<file path="config.mk">
export PLATFORM = sky130hd
export DESIGN_NAME = mac_row_sequencer
export DESIGN_NICKNAME = d
export VERILOG_FILES = /design/src/rtl/spmv_pkg.sv /design/src/rtl/seq_wait_counter.sv /design/src/rtl/mac_row_sequencer.sv
export SDC_FILE = /design/constraint.sdc
export NUM_CORES = 1
export LEC_CHECK = 0
export ABC_AREA = 1
export BUFFER_PORTS_ARGS = -buffer_cell sky130_fd_sc_hd__buf_2
export CAP_MARGIN = 20
export CORE_MARGIN = 2
export CORE_UTILIZATION = 40
export CTS_CLUSTER_SIZE = 28
export DETAILED_ROUTE_END_ITERATION = 10
export PLACE_DENSITY_LB_ADDON = 0.1
export SYNTH_ARGS = -nofsm -noshare
export SYNTH_HDL_FRONTEND = slang
export SYNTH_SLANG_ARGS = --single-unit
export TNS_END_PERCENT = 50
</file>
<file path="constraint.sdc">
create_clock -name clk -period 2.1 [get_ports clk]
set_input_delay 0.21 -clock clk [delete_from_list [all_inputs] [get_ports clk]]
set_output_delay 0.21 -clock clk [all_outputs]
set_load 0.005 [all_outputs]
</file>
<file path="src/rtl/spmv_pkg.sv">
// ============================================================================
//  Module   : spmv_pkg
//  Brief    : Shared SpMV types and constants (sequencer FSM states, FP32 zero,
//             default MAC latency, wait-counter width helper).
//  Revision : 1.0 - initial release
// ============================================================================
`default_nettype none

package spmv_pkg;

    typedef enum logic [1:0] {
        ST_IDLE  = 2'd0,
        ST_ISSUE = 2'd1,
        ST_WAIT  = 2'd2,
        ST_EMIT  = 2'd3
    } seq_state_t;

    localparam logic [31:0] c_fp32_zero       = 32'h0000_0000;
    localparam int          c_default_mac_lat = 3;

    // Counter must hold MAC_LAT-2; keep at least one bit for short latencies.
    function automatic int wait_cnt_width(input int mac_lat);
        return (mac_lat > 2) ? $clog2(mac_lat) : 1;
    endfunction

endpackage

`default_nettype wire

</file>
<file path="src/rtl/seq_wait_counter.sv">
// ============================================================================
//  Module   : seq_wait_counter
//  Brief    : Loadable down-counter that times the MAC WAIT interval.
//  Revision : 1.0 - initial release
// ============================================================================
`default_nettype none

module seq_wait_counter #(
    parameter int CNT_W = 2
) (
    input  logic             clk,
    input  logic             reset,
    input  logic             i_load,
    input  logic [CNT_W-1:0] i_load_value,
    input  logic             i_dec,
    output logic             o_zero
);

    logic [CNT_W-1:0] r_count;

    always_ff @(posedge clk or posedge reset) begin
        if (reset) begin
            r_count <= '0;
        end else if (i_load) begin
            r_count <= i_load_value;
        end else if (i_dec && (r_count != '0)) begin
            r_count <= r_count - 1'b1;
        end
    end

    assign o_zero = (r_count == '0);

endmodule

`default_nettype wire

</file>
<file path="src/rtl/mac_row_sequencer.sv">
// ============================================================================
//  Module   : mac_row_sequencer
//  Brief    : Sequences a nonzero stream through an external FP32 MAC and
//             emits one accumulated dot product per matrix row.
//             Optional: MAC_ROW_SEQUENCER_STATS_EN adds the nz_count output.
//  Revision : 1.0 - initial release (requires MAC_LAT >= 2)
// ============================================================================
`default_nettype none

module mac_row_sequencer
    import spmv_pkg::*;
#(
    parameter int MAC_LAT = c_default_mac_lat,
    parameter int ROW_W   = 16
) (
    input  logic             clk,
    input  logic             reset,
    input  logic             start,
    input  logic [ROW_W-1:0] row_count,
    input  logic             nz_valid,
    output logic             nz_ready,
    input  logic [31:0]      nz_val,
    input  logic [31:0]      nz_vec,
    input  logic             nz_last,
    input  logic             nz_empty,
    output logic [31:0]      mac_val,
    output logic [31:0]      mac_vec,
    output logic [31:0]      mac_valsum,
    input  logic [31:0]      mac_out,
    output logic             row_valid,
    input  logic             row_ready,
    output logic [31:0]      row_data,
    output logic [ROW_W-1:0] row_idx,
    output logic             busy,
    output logic             done
`ifdef MAC_ROW_SEQUENCER_STATS_EN
    ,
    output logic [31:0]      nz_count
`endif
);

    localparam int               c_cnt_w     = wait_cnt_width(MAC_LAT);
    localparam logic [c_cnt_w-1:0] c_wait_load = c_cnt_w'(MAC_LAT - 2);

    seq_state_t       r_state;
    seq_state_t       w_state_next;
    logic [31:0]      r_acc;
    logic             r_load_pend;
    logic             r_last;
    logic             r_done;
    logic [ROW_W-1:0] r_row_idx;
    logic [ROW_W-1:0] r_row_count;

    logic w_start_ok;
    logic w_nz_xfer;
    logic w_issue;
    logic w_row_valid;
    logic w_row_xfer;
    logic w_last_row;
    logic w_cnt_zero;

    assign w_start_ok = (r_state == ST_IDLE) && start;
    assign w_nz_xfer  = (r_state == ST_ISSUE) && nz_valid;
    assign w_issue    = w_nz_xfer && !nz_empty;
    assign w_row_xfer = w_row_valid && row_ready;
    assign w_last_row = (r_row_idx == (r_row_count - ROW_W'(1)));

    seq_wait_counter #(
        .CNT_W (c_cnt_w)
    ) u_wait_counter (
        .clk          (clk),
        .reset        (reset),
        .i_load       (w_issue),
        .i_load_value (c_wait_load),
        .i_dec        (r_state == ST_WAIT),
        .o_zero       (w_cnt_zero)
    );

    always_ff @(posedge clk or posedge reset) begin
        if (reset) begin
            r_state <= ST_IDLE;
        end else begin
            r_state <= w_state_next;
        end
    end

    always_comb begin
        w_state_next = r_state;
        case (r_state)
            ST_IDLE: begin
                if (start && (row_count != '0)) w_state_next = ST_ISSUE;
            end
            ST_ISSUE: begin
                if (w_nz_xfer) w_state_next = nz_empty ? ST_EMIT : ST_WAIT;
            end
            ST_WAIT: begin
                if (w_cnt_zero) w_state_next = r_last ? ST_EMIT : ST_ISSUE;
            end
            ST_EMIT: begin
                if (w_row_xfer) w_state_next = w_last_row ? ST_IDLE : ST_ISSUE;
            end
            default: w_state_next = ST_IDLE;
        endcase
    end

    // The first cycle after WAIT captures mac_out, so EMIT holds off row_valid then.
    always_comb begin
        nz_ready    = (r_state == ST_ISSUE);
        busy        = (r_state != ST_IDLE);
        w_row_valid = (r_state == ST_EMIT) && !r_load_pend;
        mac_val     = w_issue ? nz_val : c_fp32_zero;
        mac_vec     = w_issue ? nz_vec : c_fp32_zero;
    end

    assign row_valid  = w_row_valid;
    assign row_data   = r_acc;
    assign row_idx    = r_row_idx;
    assign mac_valsum = r_acc;
    assign done       = r_done;

    always_ff @(posedge clk or posedge reset) begin
        if (reset) begin
            r_acc       <= c_fp32_zero;
            r_load_pend <= 1'b0;
            r_last      <= 1'b0;
            r_done      <= 1'b0;
            r_row_idx   <= '0;
            r_row_count <= '0;
        end else begin
            r_done <= 1'b0;
            if (w_start_ok) begin
                r_row_count <= row_count;
                r_row_idx   <= '0;
                r_acc       <= c_fp32_zero;
                r_load_pend <= 1'b0;
                r_done      <= (row_count == '0);
            end
            if (w_issue) begin
                r_last <= nz_last;
            end
            if ((r_state == ST_WAIT) && w_cnt_zero) begin
                r_load_pend <= 1'b1;
            end
            if (r_load_pend) begin
                r_acc       <= mac_out;
                r_load_pend <= 1'b0;
            end
            if (w_nz_xfer && nz_empty) begin
                r_acc <= c_fp32_zero;
            end
            if (w_row_xfer) begin
                r_row_idx <= r_row_idx + ROW_W'(1);
                r_acc     <= c_fp32_zero;
                r_done    <= w_last_row;
            end
        end
    end

`ifdef MAC_ROW_SEQUENCER_STATS_EN
    logic [31:0] r_nz_count;

    always_ff @(posedge clk or posedge reset) begin
        if (reset) begin
            r_nz_count <= '0;
        end else if (w_start_ok) begin
            r_nz_count <= '0;
        end else if (w_issue && (r_nz_count != '1)) begin
            r_nz_count <= r_nz_count + 32'd1;
        end
    end

    assign nz_count = r_nz_count;
`endif

endmodule

`default_nettype wire

</file>
==> impl_metrics.py <==
metrics = {
    "clocking": {
        "cts_root_buffer": "clkbuf_16",
        "cts_tree": "done",
        "cts_num_sinks": 71,
        "path_clk_slew_ns": 0.06,
        "htree_levels": 3,
        "clock_path_buffers": 2,
        "clock_insertion_delay_worst_skew_ns": 0.34,
        "cts_made_buffers": 9,
    },
    "floorplan": {
        "die_x_um": 112,
        "die_area_um2": 12600,
        "start_util": 0.410,
        "core-area_um2": 11500,
        "ios": 267,
        "die_h_um": 112,
        "rows": 39,
    },
    "synthesis": {
        "syn_nets": 810,
        "ys_seq_area_frac": 0.378,
        "ys_ff_latch": 71,
        "synthTopCellsByArea": "dfrtp_1 (38%), inv_1 (12%), nor2_1 (8.5%)",
        "postSynth.asyncResetShare": 1.00,
        "synthTopCellsByCount": "inv_1 (155), nor2_1 (106), nand2_1 (99), dfrtp_1 (71), nand3_1 (61)",
        "ys_warn_count": 0,
        "synth_edf_count": 0,
        "avgSynthCellArea_um2": 6.84,
        "netlist_instances": 688,
        "synth_most_common_cell": "inv_1",
        "yosysTopAreaCell": "dfrtp_1",
        "synth_top_area_frac": 0.378,
        "netlist_area_um2": 4710,
        "synth_ff_type": "dfrtp_1",
        "ys_types": 36,
    },
    "flow_run": {
        "cap_violations": 0,
    },
    "sta": {
        "fin_setup_tns_ns": 0,
        "worstMarginPinSlew_ns": 0.389,
        "slew_viol_final": 0,
        "grt_setup_unrepaired": "no",
        "hold_violations": 0,
        "timing.slew.headroom": 0.739,
        "setup_viol_count_final": 0,
        "finalCriticalPeriod_ns": 1.94,
        "fin_crit_sh": 0.923,
        "clock.fmax_mhz": 516,
        "finClkSkew_ns": 0.00572,
    },
    "critical_path": {
        "critical_path_buf_inv_count": 3,
        "arrival_ns": 1.73,
        "path_cells": "nor2_4 -> inv_2 -> nor3_4 -> bufinv_16 -> nor2_1 -> buf_2",
        "cp.required_ns": 1.89,
        "startpoint_type": "flip-flop",
        "crit_fanout": 33,
        "crit_family": "simple AND/OR/NAND/NOR gates",
        "cpPeakStageDelay_ns": 0.43,
        "ff2ff_setup_slack_ns": 0.23,
        "r2r-start": "r_row_count[0]",
        "cpMaxStageDelayCell": "dfrtp_1",
        "critPathKind": "reg -> out",
        "end_kind": "primary output",
        "critPathLaunch": "r_state[1]",
    },
    "global_routing": {
        "grt_max_degree": 67,
        "overflow": 0,
        "grt_pass1_vias": 4755,
        "track_usage": 0.228,
        "antenna_found_initial": 3,
        "grt_pass1_wl_um": 23100,
    },
    "finish": {
        "final_nets": 1045,
        "nFillCells": 1110,
        "postLayoutCellArea_um2": 6340,
        "drive_gt1_frac": 0.347,
        "area_growth_pct": 34.8,
    },
    "routing": {
        "m1WireLength_um": 6280,
        "wl_met2_um": 7080,
        "drt_pass1_iterations": 4,
        "highest_layer": "met4",
        "via_count": 4936,
        "routed_wl_um": 14500,
        "via_per_inst": 4.60,
        "drtIter0Drc": 264,
        "wl_per_cell_um": 13.5,
        "wl_met3_um": 1000,
        "antenna_left": 0,
        "drcViolationCount": 0,
    },
    "placement": {
        "io_buffers": 266,
        "dp_hpwl_um": 11500,
        "gp_congestion": 0.903,
        "place_area_um2": 5940,
    },
    "hold_path": {
        "hold_path.class": "in -> reg",
        "hp-start": "nz_last",
    },
    "status": {
        "status": "finished clean",
    },
    "power": {
        "ir_drop_v": 0.000980,
        "p_leak_nw": 3.92,
        "power_density_nw_per_um2": 1230,
    },
}
[layout by cell type, fill, tap and decap left out, types with 2 or more instances in the layout]
cell type	count
diode_2	2
nand2_2	2
nor3_1	4
nor3_2	2
o21ai_0	25
buf_4	10
buf_2	266
dfrtp_1	71
bufinv_16	3
xnor2_1	7
o21ai_1	31
nand3b_1	2
nor2_1	105
nand3_1	61
or2_2	2
o22ai_1	2
inv_6	3
nor2_2	4
nand4_1	11
nand2_1	99
ha_1	3
nor2_4	5
xor2_1	10
nor4_4	2
a22oi_1	2
a21oi_1	13
clkbuf_16	9
inv_2	7
inv_1	154
[power by group]
part	leakage (nW)	switching, mW	total, mW	internal [mW]
logic	2.82	2.13	3.64	1.51
registers	0.942	0.544	2.46	1.92
clock network	0.163	0.612	1.69	1.08
[logic make-up after synthesis]
kind of cell / Yosys count / share of synthesized area
AND/OR/NAND/NOR: 305 / 0.296
buffers and inverters: 216 / 0.202
AO/OA/AOI/OAI: 75 / 0.0830
flip-flops: 71 / 0.378
XOR/XNOR: 17 / 0.0316
adder cells (fa/ha/maj): 3 / 0.00798
multiplexers: 1 / 0.00213
[stage by stage]
stage,hold WS (ns),utilization,power [mW],setup slack [ns],std cells
finish,0.108,0.553,7.79,0.161,1073
global placement,0.216,0.518,6.02,0.199,1052
floorplan,0.331,-,5.00,0.0934,688
CTS,0.0935,0.548,7.82,0.00459,1069
detailed placement,0.226,0.518,6.07,0.188,1052
global route,0.104,0.553,8.50,0.0116,1071
[flip-flops by register name, indices dropped and copies added, names as in the netlist]
register,count
r_last,1
done,1
u_wait_counter.r_count,2
row_idx,16
r_row_count,16
r_load_pend,1
mac_valsum,32
r_state,2
[path summary, 6_finish.rpt]
| path | endpoint | cells past startpoint |
|---|---|---|
| setup / recovery | mac_vec[31] | 6 |
| hold / removal | r_last | 3 |
| setup reg to reg | done | 11 |
| hold reg to reg | u_wait_counter.r_count[0] | 2 |
| max in group asynchronous | row_idx[0] | 4 |
| min in group asynchronous | mac_valsum[14] | 3 |
[layer usage]
metal / vias up / GRT usage
met3: 15 / 0.0707
met2: 149 / 0.382
met1: 2243 / 0.293
met4: 0 / 0.0496
li1: 2529 / -
met5: - / 0
[timing repair]
| action | 4_1_cts | 5_1_grt |
|---|---|---|
| endpoints found under the hold margin | 16 | 0 |
| cloned | 0 | 1 |
| hold buffers | 1 | 0 |
| setup endpoints to repair | 64 | 65 |
| pin swaps | 0 | 1 |
| buffers inserted | 0 | 1 |
| gates resized for setup | 2 | 8 |
[layout make-up]
class	instances	area, µm²	area share
multi-input cells	401	1990	0.314
flip-flops and latches	71	1780	0.280
repair buffers	277	1420	0.223
inverters	162	634	0.100
clock buffers	10	239	0.0377
well taps	143	179	0.0282
clock inverters	6	91.3	0.0144
repair inverters	1	8.76	0.00138
diodes	2	5.00	0.000789
[worst reg2reg max path, stage by stage, from the launching register on]
cell and delay, ns:
dfrtp_1 0.40, inv_2 0.12, ha_1 0.22, nand2_2 0.12, nor2_4 0.16, xor2_1 0.23
nand2_1 0.11, nor2_1 0.11, nand2_1 0.06, nor2_1 0.08, nand4_1 0.12, nand2_1 0.08
(Power assumes the default switching activity.)
